==> src/rtl/pipeline_stall_controller.sv <==
// Stall/flush sequencer for the 5-stage pipeline: hazard, branch and SRAM wait arbitration,
// memory timeout trap and saturating performance counters. Optional macro: FORWARDING_EN.
module pipeline_stall_controller #(
    parameter int unsigned MEM_TIMEOUT = 15,
    parameter int unsigned CNT_W       = 16
) (
    input  logic             clk,
    input  logic             rst,
    input  logic             hazard,
    input  logic             exe_mem_r_en,
    input  logic             branch_taken,
    input  logic             mem_req,
    input  logic             sram_ready,
    input  logic             cnt_clr,
    output logic             freeze_pc_if,
    output logic             bubble_id,
    output logic             flush_if,
    output logic             flush_id,
    output logic             freeze_back,
    output logic             mem_timeout,
    output logic [CNT_W-1:0] stall_cnt,
    output logic [CNT_W-1:0] flush_cnt,
    output logic [CNT_W-1:0] wait_cnt
);

    localparam int unsigned TMR_W = $clog2(MEM_TIMEOUT) + 1;
    localparam logic [TMR_W-1:0] TMR_LAST = TMR_W'(MEM_TIMEOUT - 1);
    localparam logic [CNT_W-1:0] CNT_MAX  = {CNT_W{1'b1}};

    typedef enum logic [1:0] {
        RUN      = 2'd0,
        MEM_WAIT = 2'd1,
        ERROR    = 2'd2
    } state_e;

    state_e           state;
    state_e           state_nxt;
    logic [TMR_W-1:0] timer;
    logic [TMR_W-1:0] timer_nxt;

    logic stall_src;
    logic err;
    logic mem_stall;
    logic data_stall;
    logic branch_flush;

`ifdef FORWARDING_EN
    // Only load-use hazards stall; the forwarding unit covers the rest.
    assign stall_src = hazard & exe_mem_r_en;
`else
    logic unused_exe_mem_r_en;
    assign unused_exe_mem_r_en = exe_mem_r_en;
    assign stall_src = hazard;
`endif

    // Priority: error > memory stall > branch flush > data stall.
    assign err          = (state == ERROR);
    assign mem_stall    = mem_req & ~sram_ready & ~err;
    assign branch_flush = branch_taken & ~mem_stall & ~err;
    assign data_stall   = stall_src & ~branch_taken & ~mem_stall & ~err;

    // Zero-latency control outputs, held low while reset is asserted.
    always_comb begin
        freeze_pc_if = 1'b0;
        bubble_id    = 1'b0;
        flush_if     = 1'b0;
        flush_id     = 1'b0;
        freeze_back  = 1'b0;
        if (rst) begin
            freeze_pc_if = data_stall | mem_stall | err;
            bubble_id    = data_stall;
            flush_if     = branch_flush;
            flush_id     = branch_flush;
            freeze_back  = mem_stall | err;
        end
    end

    // Wait-state FSM register.
    always_ff @(posedge clk or negedge rst) begin
        if (!rst) begin
            state <= RUN;
            timer <= '0;
        end else begin
            state <= state_nxt;
            timer <= timer_nxt;
        end
    end

    // Wait-state FSM next state; timer counts consecutive not-ready cycles.
    always_comb begin
        state_nxt = state;
        timer_nxt = timer;
        case (state)
            RUN: begin
                if (mem_req && !sram_ready) begin
                    state_nxt = MEM_WAIT;
                    timer_nxt = TMR_W'(1);
                end else begin
                    timer_nxt = '0;
                end
            end
            MEM_WAIT: begin
                if (sram_ready || !mem_req) begin
                    state_nxt = RUN;
                    timer_nxt = '0;
                end else if (timer == TMR_LAST) begin
                    state_nxt = ERROR;
                end else begin
                    timer_nxt = timer + TMR_W'(1);
                end
            end
            ERROR: begin
                state_nxt = ERROR;
            end
            default: begin
                state_nxt = RUN;
                timer_nxt = '0;
            end
        endcase
    end

    // Sticky trap flag, rises on the edge that enters ERROR.
    always_ff @(posedge clk or negedge rst) begin
        if (!rst) begin
            mem_timeout <= 1'b0;
        end else if (state_nxt == ERROR) begin
            mem_timeout <= 1'b1;
        end
    end

    function automatic logic [CNT_W-1:0] sat_inc(input logic [CNT_W-1:0] v, input logic en);
        return (en && (v != CNT_MAX)) ? v + CNT_W'(1) : v;
    endfunction

    // Performance counters; clear beats increment.
    always_ff @(posedge clk or negedge rst) begin
        if (!rst) begin
            stall_cnt <= '0;
            flush_cnt <= '0;
            wait_cnt  <= '0;
        end else if (cnt_clr) begin
            stall_cnt <= '0;
            flush_cnt <= '0;
            wait_cnt  <= '0;
        end else begin
            stall_cnt <= sat_inc(stall_cnt, data_stall);
            flush_cnt <= sat_inc(flush_cnt, branch_flush);
            wait_cnt  <= sat_inc(wait_cnt, mem_stall);
        end
    end

endmodule
==> config.mk <==
export PLATFORM = sky130hd
export DESIGN_NAME = pipeline_stall_controller
export DESIGN_NICKNAME = d
export VERILOG_FILES = /design/src/rtl/pipeline_stall_controller.sv
export SDC_FILE = /design/constraint.sdc
export NUM_CORES = 1
export LEC_CHECK = 0
export CORE_ASPECT_RATIO = 1.25
export CORE_MARGIN = 2
export CORE_UTILIZATION = 46
export CTS_CLUSTER_SIZE = 28
export DETAILED_ROUTE_END_ITERATION = 6
export GPL_TIMING_DRIVEN = 0
export PLACE_DENSITY = 0.79
export SLEW_MARGIN = 0
export SYNTH_ARGS = -nofsm -noshare
export SYNTH_HDL_FRONTEND = slang
export SYNTH_SLANG_ARGS = --single-unit
==> constraint.sdc <==
create_clock -name clk -period 2.23 [get_ports clk]
set_clock_uncertainty 0.2 [all_clocks]
set_input_delay 0.669 -clock clk [delete_from_list [all_inputs] [get_ports clk]]
set_output_delay 0.669 -clock clk [all_outputs]
set_load 0.02 [all_outputs]
### Yosys cells after proc, flatten, opt, wreduce, memory -nomap -nowiden

Index checks and enable logic that the tools add are counted.

| storage, ports and cells | value |
|---|---|
| bits in writable memories | 0 |
| memory bits (read-only) | 0 |
| bits in latches | 0 |
| word-level logic and storage cells | 62 |
| register bits after elaboration | 56 |
| memories kept | 0 |

| cells by class | value |
|---|---|
| shift operators | 0 |
| equal/unequal tests | 8 |
| reduce and logical (&&, ||, !) cells | 12 |
| multiply operators | 0 |
| magnitude comparators | 0 |
| add/sub/neg operators | 4 |
| bitwise logic cells | 14 |
| div/mod/pow operators | 0 |
| muxes and demuxes | 18 |

Operators by type and width:

| cell | number |
|---|---|
| 2-to-1 mux 16 bit | 6 |
| adder 16 x 1 -> 16 bit, second input constant | 3 |
| inequality test 16 bit, second input constant | 3 |
| case mux 5 bit (3 select lines) | 1 |
| 2-to-1 mux 5 bit | 2 |
| AND 1 bit | 7 |
| 2-to-1 mux 2 bit | 3 |
| case mux 2 bit (3 select lines) | 1 |
| nonzero test 2 bit | 3 |
| adder 5 x 1 -> 5 bit, second input constant | 1 |
| equality test 5 x 4 -> 1 bit, second input constant | 1 |
| 2-to-1 mux 1 bit | 5 |
| equality test 2 bit, second input constant | 2 |
| logical AND 1 bit | 4 |
| NOT 1 bit | 4 |
| inequality test 3 bit, second input constant | 1 |
| OR 1 bit | 3 |
| equality test 2 x 1 -> 1 bit, second input constant | 1 |
| logical NOT 1 bit | 2 |
| logical NOT 2 bit | 1 |
| AND reduction 2 bit | 1 |
| logical OR 1 bit | 1 |

### Longest topological paths before layout

Gate-level depths: netlist of run 1.

| logic depth | value |
|---|---|
| depth after elaboration | 9 |
| mapped depth | 7 |
| depth with buffers taken out | 7 |

### Least setup slack after synthesis of run 1

No wires, ideal clock.

| timing | value |
|---|---|
| path type | in2out |
| start | input port mem_req |
| end | output port bubble_id |
| cell stages on the path | 5 |
| slack | -0.382 ns |
| buffers on the path | 2 |
| required time | 1.361 ns |
| arrival time | 1.743 ns |
| cell sequence | nor2b_2 or3_1 buf_2 buf_6 nor2_1 |

| on the way | value |
|---|---|
| cells in the longest elaborated chain, start to end | 6 |

RTL lines:

| what | line | text |
|---|---|---|
| from (decl) | 12 | `input logic mem_req,` |
| AND 1 bit (2 in series) | 58 | `assign mem_stall = mem_req & ~sram_ready & ~err;` |
| NOT 1 bit | 60 | `assign data_stall = stall_src & ~branch_taken & ~mem_stall & ~err;` |
| AND 1 bit (2 in series) | 60 |  |
| 2-to-1 mux 1 bit | 69 | `if (rst) begin` |
| to (decl) | 16 | `output logic bubble_id,` |

No other way between the ends.

### Final worst setup path of run 1

| timing | value |
|---|---|
| start | input port branch_taken |
| end | output port bubble_id |

| on the way | value |
|---|---|
| cells in the longest elaborated chain, start to end | 5 |

RTL lines:

| what | line | text |
|---|---|---|
| from (decl) | 11 | `input logic branch_taken,` |
| NOT 1 bit | 60 |  |
| AND 1 bit (3 in series) | 60 |  |
| 2-to-1 mux 1 bit | 69 |  |

No other way between the ends.

==> results of run 1 <==
logic make-up (layout without fill, tap and decap cells):
group | Yosys count | in the layout | share of synthesized area (%)
xor+xnor | 38 | 38 | 11.19
flops | 56 | 56 | 47.12
mux | 3 | 3 | 1.010
buf+inv | 14 | 99 | 2.188
fa+ha+maj | 5 | 5 | 2.103
simple gates | 179 | 179 | 31.13
compound gates | 26 | 26 | 5.259
metrics by stage:
stage | hold WS (ns) | worst slack (ns) | util (%) | instances | instance area [sq um]
after floorplan | 0.1734 | -0.2113 | - | 321 | 2999
after global placement | 0.2546 | -3.230 | 59.56 | 465 | 3696
after detailed placement | 0.2547 | -1.343 | 59.80 | 466 | 3711
after CTS | 0.1255 | -0.2775 | 64.98 | 488 | 4033
after global routing | 0.1284 | -0.3394 | 66.59 | 491 | 4133
final | 0.1254 | -0.2944 | 66.59 | 491 | 4133
state kept, by name, summed over array words and instances, names as in the netlist:
| register | count |
|---|---|
| flush_cnt | 16 |
| mem_timeout | 1 |
| stall_cnt | 16 |
| state | 2 |
| timer | 5 |
| wait_cnt | 16 |
cells in the final DEF, fill, tap and decap left out, types with 3 or more instances in the layout:
| cell type | count |
|---|---|
| nor2_1 | 51 |
| inv_1 | 4 |
| dlymetal6s2s_1 | 9 |
| nand3_1 | 17 |
| or3_1 | 5 |
| nor4_2 | 6 |
| o21ai_0 | 10 |
| nand2_1 | 24 |
| xnor2_1 | 34 |
| nor4b_1 | 3 |
| and2_1 | 3 |
| and3_1 | 3 |
| dlygate4sd2_1 | 39 |
| clkbuf_8 | 6 |
| nor3b_1 | 3 |
| a21oi_1 | 6 |
| and4_1 | 5 |
| mux2i_1 | 3 |
| nand2b_4 | 3 |
| clkbuf_1 | 5 |
| nor4_1 | 12 |
| buf_6 | 6 |
| xor2_1 | 4 |
| ha_1 | 5 |
| dfrtp_1 | 56 |
| nor3_1 | 18 |
| nand4_1 | 13 |
| buf_4 | 18 |
power breakdown:
part	internal (mW)	switching [mW]	total, mW	leakage [nW]
Combinational	0.0851	0.103	0.189	1.14
Clock	0.368	0.336	0.704	0.0614
Sequential	1.02	0.0130	1.04	0.778
Total	1.48	0.453	1.93	1.98
what timing repair did:
item	in CTS	in global routing
gates cloned	2	0
endpoints found under the hold margin	0	0
setup endpoints to repair	75	37
pin swaps	5	4
setup buffers	13	4
resized for setup	105	20
worst max-delay path, cell delays in order:
cell      delay, ns
buf_8          0.09
nand2b_4       0.14
or3_4          0.41
buf_8          0.14
nor2_4         0.08
buf_6          0.12
worst max-delay path by stage:
stage / slack, ns / cells after the start / to / startpoint
after floorplan: -0.21 / 5 / bubble_id / mem_req
after global placement: -3.23 / 5 / flush_if / rst
after detailed placement: -1.34 / 7 / bubble_id / branch_taken
after CTS: -0.28 / 6 / bubble_id / branch_taken
after global routing: -0.34 / 5 / bubble_id / state[1]$_DFF_PN0_
final: -0.29 / 6 / bubble_id / branch_taken
layout make-up:
type / instances / area [sq um]
fill: 507 / 2073
multi-input combinational: 251 / 1635
sequential: 56 / 1401
timing repair buffer: 79 / 800.8
tap: 85 / 106.4
clock buffer: 6 / 82.58
buffer: 7 / 45.04
clock inverter: 2 / 38.79
inverter: 5 / 22.52
routing by layer:
metal  share of wire (%)  global-route usage [%]
met3                 4.1                   3.077
met5                   0                       0
met2                  50                   38.17
met4                 1.8                   7.121
met1                  44                   29.57
==> out/results.md, run 1 <==
### Die
- 75.92 um — Die Span X
- 93.90 um — die height
- 6206 sq um — CORE AREA
- 62 — IO Pins
- 32 — Std-Cell Rows
- 47.92% — Initial Utilization
- 7129 sq um — area enclosed by the die boundary

### Timing
- -0.4567 ns — Total Neg Setup Slack
- 0 — hold violation total from the final report
- true — RSZ-0062 raised after global routing
- 59.64% — tightest slew margin relative to the limit
- 0 — number of pins exceeding their max-slew limit in the final report
- 113.2% — final clock period utilization by the worst path
- 0.6008 ns — Slew @ Worst Pin
- -0.2944 ns — fin worst setup slack
- 2.524 ns — clock period minus worst slack
- 4 — total setup violations reported at the end of the flow
- 396.1 MHz — highest clock frequency the design can meet

### GRT
- 0 — sum of overflow across all layers after global routing
- 12730 um — first-pass GRT wire length
- 21 — pin count of the biggest net entering global routing
- 0 — number of antenna violations at the first check in global routing
- 2649 — vias in the first global route
- 22.32% — total global-route track usage

### Critical path
- output port — endpoint class of the critical path
- 1.36 ns — Crit path required time
- 2 — highest net fanout along the worst path
- in -> out — Crit Path Class
- 7 — worst reg-to-reg path cell count
- stall_cnt[14]$_DFFE_PN0P_ — destination of the worst register-to-register timing path
- state[1]$_DFF_PN0_ — worst reg2reg startpoint
- 1.66 ns — Arrival @ worst endpoint
- primary input — Critical Path Source Type
- 0.09 ns — worst reg2reg setup slack

### Synth
- dfrtp_1 (47%), xnor2_1 (10%), nor2_1 (6.8%) — ranking of synthesized cells by area
- 47.12% — register area share after synthesis
- 0 — number of warnings issued by yosys
- 2974 sq um — area of the mapped netlist
- 334 — synthesized net count
- 47.12% — area share of the leading cell type in the synthesized netlist
- 321 — number of cells produced by synthesis
- dfrtp_1 (56), nor2_1 (54), xnor2_1 (34) — Synth top cells by count
- 0 — number of synthesized flops with an enable pin
- 56 — total of flip-flops plus latches after synthesis
- 37 — library cells used by synthesis
- dfrtp_1 — dominant cell type by area after synthesis
- 9.265 sq um — synthesized area per cell
- dfrtp_1 — top_reg_cell synth
- dfrtp_1 — top-count cell post-synth
- 100.0% — Post-synth ARST share

### Detailed routing
- 5 — Pre-antenna DRT Iters
- 0 — DRC violation count after routing
- 0 — ANT nets after route
- 16.04 um — wire per inst
- 7875 um — overall routed net length
- 5.637 — routed via count divided by cell count
- 2768 — via count
- 175 — Iteration-0 DRC Markers

### Clock network
- 0 — hold bufs inserted after CTS
- clkbuf_8 — clock root buffer
- 2 — clock buffer depth
- 2 — H-tree depth reported by CTS
- 56 — number of sinks driven by the clock tree
- 5 — number of buffers added by the clock tree synthesis step
- 0.31 ns — clock insertion delay at the later pin of the skew report
- done — CTS tree
- 0.10 ns — clk slew on worst S/H paths

### Pwr
- 467.0 nW/um^2 — power per cell area
- 1.980 nW — leakage dissipation
- 0.3021 mV — Worst VDD drop
- 1.930 mW — overall power of the completed layout

### Outcome
- setup timing — failing checks
- finished, violations left — run status

### Cells and area
- 0 — final antenna diode count
- 418 — NumNets Final
- 15.02% — ratio of cells with drive above 1 in the final layout
- 38.96% — relative area change from synthesis to final layout

### Placement
- 59 — port bufs
- 5091 um — DP Wirelength
- 0.8285 — gp weighted congestion

### Flow run
- 0 — maximum capacitance violations

### Worst hold path
- in -> async — min-delay worst type

Note: power is estimated with default switching activity, not from simulation.
==> run 2: changes to the inputs <==
GPL_TIMING_DRIVEN = unset   (was 0)
==> run 2 against run 1 <==
Net effect:
- largest cell class unchanged
- the run still ends with setup timing left
- register-to-register slack barely moved
- count of clock-buffer cells in the layout fell by 1
- sequential share of layout area rose by 0.63 points
- design area fell by 1.8%
==> out/results.md, run 2 (synthesis gave the netlist of run 1 again) <==
### Outcome
- finished, violations left — run status
- setup timing — failing checks

### Timing
- 0 — hold violation total from the final report, unchanged
- true — RSZ-0062 raised after global routing
- -0.1431 ns — fin worst setup slack, +0.1513 ns
- 0 — number of pins exceeding their max-slew limit in the final report, unchanged
- 106.4% — final clock period utilization by the worst path, -6.8 points
- 2.373 ns — clock period minus worst slack, -0.1513 ns
- 53.51% — tightest slew margin relative to the limit, -6.1 points
- 421.4 MHz — highest clock frequency the design can meet, +6.4%
- -0.1766 ns — Total Neg Setup Slack, +0.2801 ns
- 0.6973 ns — Slew @ Worst Pin, +0.09654 ns
- 2 — total setup violations reported at the end of the flow, -2

### Clock network
- 56 — number of sinks driven by the clock tree, unchanged
- 2 — H-tree depth reported by CTS, unchanged
- 2 — clock buffer depth, unchanged
- clkbuf_8 — clock root buffer
- 0.32 ns — clock insertion delay at the later pin of the skew report, about the same
- 0.10 ns — clk slew on worst S/H paths, about the same
- 5 — number of buffers added by the clock tree synthesis step, unchanged
- 0 — hold bufs inserted after CTS, unchanged
- done — CTS tree

### Detailed routing
- 5.517 — routed via count divided by cell count, -2.1%
- 2753 — via count, -0.54%
- 146 — Iteration-0 DRC Markers, -17%
- 0 — ANT nets after route, unchanged
- 0 — DRC violation count after routing, unchanged
- 14.94 um — wire per inst, -6.9%
- 4 — Pre-antenna DRT Iters, -1
- 7454 um — overall routed net length, -5.3%

### Die
- 6206 sq um — CORE AREA, unchanged
- 93.90 um — die height, unchanged
- 75.92 um — Die Span X, unchanged
- 7129 sq um — area enclosed by the die boundary, unchanged
- 62 — IO Pins, unchanged
- 47.92% — Initial Utilization, unchanged
- 32 — Std-Cell Rows, unchanged

### GRT
- 57 — pin count of the biggest net entering global routing, +170%
- 0 — number of antenna violations at the first check in global routing, unchanged
- 20.78% — total global-route track usage, -1.5 points
- 12030 um — first-pass GRT wire length, -5.5%
- 2619 — vias in the first global route, -1.1%
- 0 — sum of overflow across all layers after global routing, unchanged

### Placement
- 0.8214 — gp weighted congestion, -0.86%
- 60 — port bufs, +1.7%
- 5032 um — DP Wirelength, -1.2%
- -1.059 ns — pre-CTS worst setup slack, +0.2838 ns

### Pwr
- 32.8% — clock power share, -3.7 points
- 441.4 nW/um^2 — power per cell area, -5.5%
- 9.2% — part of the total power dissipated in combinational logic, -0.6 points
- 1.874 nW — leakage dissipation, -5.3%
- 0.4678 mW — net switching power figure, +3.3%
- 57.9% — proportion of power drawn by flip-flops and latches, +4.2 points
- 1.323 mW — internal power, -10%
- 0.3126 mV — Worst VDD drop, +3.5%
- 26.12% — switching part of the total, +2.7 points

### Worst hold path
- reg -> reg — min-delay worst type

### Cells and area
- 0 — final antenna diode count, unchanged
- 426 — NumNets Final, +1.9%
- flush_cnt (16), stall_cnt (16), wait_cnt (16) — largest registers
- 1613 sq um — area occupied by multi-input gates, -1.4%
- 17.15% — ratio of cells with drive above 1 in the final layout, +2.1 points
- 508 — count of fill cells added during filler insertion, +0.20%
- dfrtp_1 (56), nor2_1 (51), dlygate4sd2_1 (45) — commonest cells after routing, fill and taps aside
- 36.43% — relative area change from synthesis to final layout
- dfrtp_1 — most common cell after layout, fill and taps aside
- 1401 sq um — area used by sequential logic in the layout, unchanged

### Critical path
- 2 — highest net fanout along the worst path, unchanged
- output port — endpoint class of the critical path
- primary input — Critical Path Source Type
- 1.50 ns — Arrival @ worst endpoint, -0.16 ns
- in -> out — Crit Path Class
- 1.36 ns — Crit path required time, about the same

### Flow run
- 0 — maximum capacitance violations, unchanged

## run 2: cell count changes in the layout (fill, tap and decap cells not counted), moves of 2 or more
cell	previous run	this run
buf_4	18	32
dlymetal6s2s_1	9	3
bufbuf_16	2	0
buf_8	2	0
buf_6	6	9
dlygate4sd2_1	39	45
clkbuf_1	5	0
buf_16	2	0
## run 2: per-layer routing
layer  global-route usage (%)  wire length (um)  up-vias  share of wire, %
met1                    26.20              3228     1335                43
met5                        0                 0        -                 0
met3                    2.981               384        8               5.2
met2                    36.24              3732       86                50
met4                    8.333               109        0               1.5
li1                         -                 -     1324                 -
## run 2: cell type report
type	instances	share of cell area [%]
clock inverters	3	0.6475
well taps	85	2.621
clock buffers	5	1.696
repair buffers	94	20.29
inverters	5	0.4625
multi-input cells	251	39.75
flip-flops and latches	56	34.54
## run 2: power groups by stage
stage / logic (mW) / clock network [mW] / registers [mW]
5_1_grt: 0.180 / 0.637 / 1.04
4_1_cts: 0.155 / 0.603 / 1.04
3_3_place_gp: 0.154 / 0 / 1.06
6_report: 0.165 / 0.588 / 1.04
2_1_floorplan: 0.0610 / 0 / 1.06
3_5_place_dp: 0.156 / 0 / 1.06
## run 2: final timing paths
kind | start | end | slack (ns) | cells past startpoint
hold / removal | mem_timeout$_DFFE_PN0N_ | mem_timeout$_DFFE_PN0N_ | 0.28 | 1
setup reg to reg | state[1]$_DFF_PN0_ | stall_cnt[13]$_DFFE_PN0P_ | 0.10 | 8
max in group asynchronous | rst | flush_cnt[15]$_DFFE_PN0P_ | 1.07 | 2
hold reg to reg | mem_timeout$_DFFE_PN0N_ | mem_timeout$_DFFE_PN0N_ | 0.28 | 1
min in group asynchronous | rst | wait_cnt[14]$_DFFE_PN0P_ | 0.30 | 2
setup / recovery | branch_taken | bubble_id | -0.14 | 5
## run 2: through the flow
step | power, mW | hold slack (ns) | util, % | instances | area (sq um)
floorplan | 1.125 | 0.1734 | - | 321 | 2999
finish | 1.791 | 0.2844 | 65.38 | 499 | 4058
CTS | 1.794 | 0.2901 | 63.47 | 494 | 3939
global placement | 1.210 | 0.2578 | 62.36 | 484 | 3870
detailed placement | 1.213 | 0.2651 | 62.36 | 484 | 3870
global route | 1.856 | 0.3084 | 65.38 | 499 | 4058
## run 2: critical path, stage by stage
cell	delay [ns]
buf_6	0.09
nand2b_4	0.13
or3_4	0.40
nor2_4	0.09
buf_6	0.12
## run 2: timing repair
action                     CTS  global route
setup endpoints to repair   77            16
hold endpoints to repair     0             0
resized for setup           95            17
setup buffers                2             5
pin swaps                    5             4
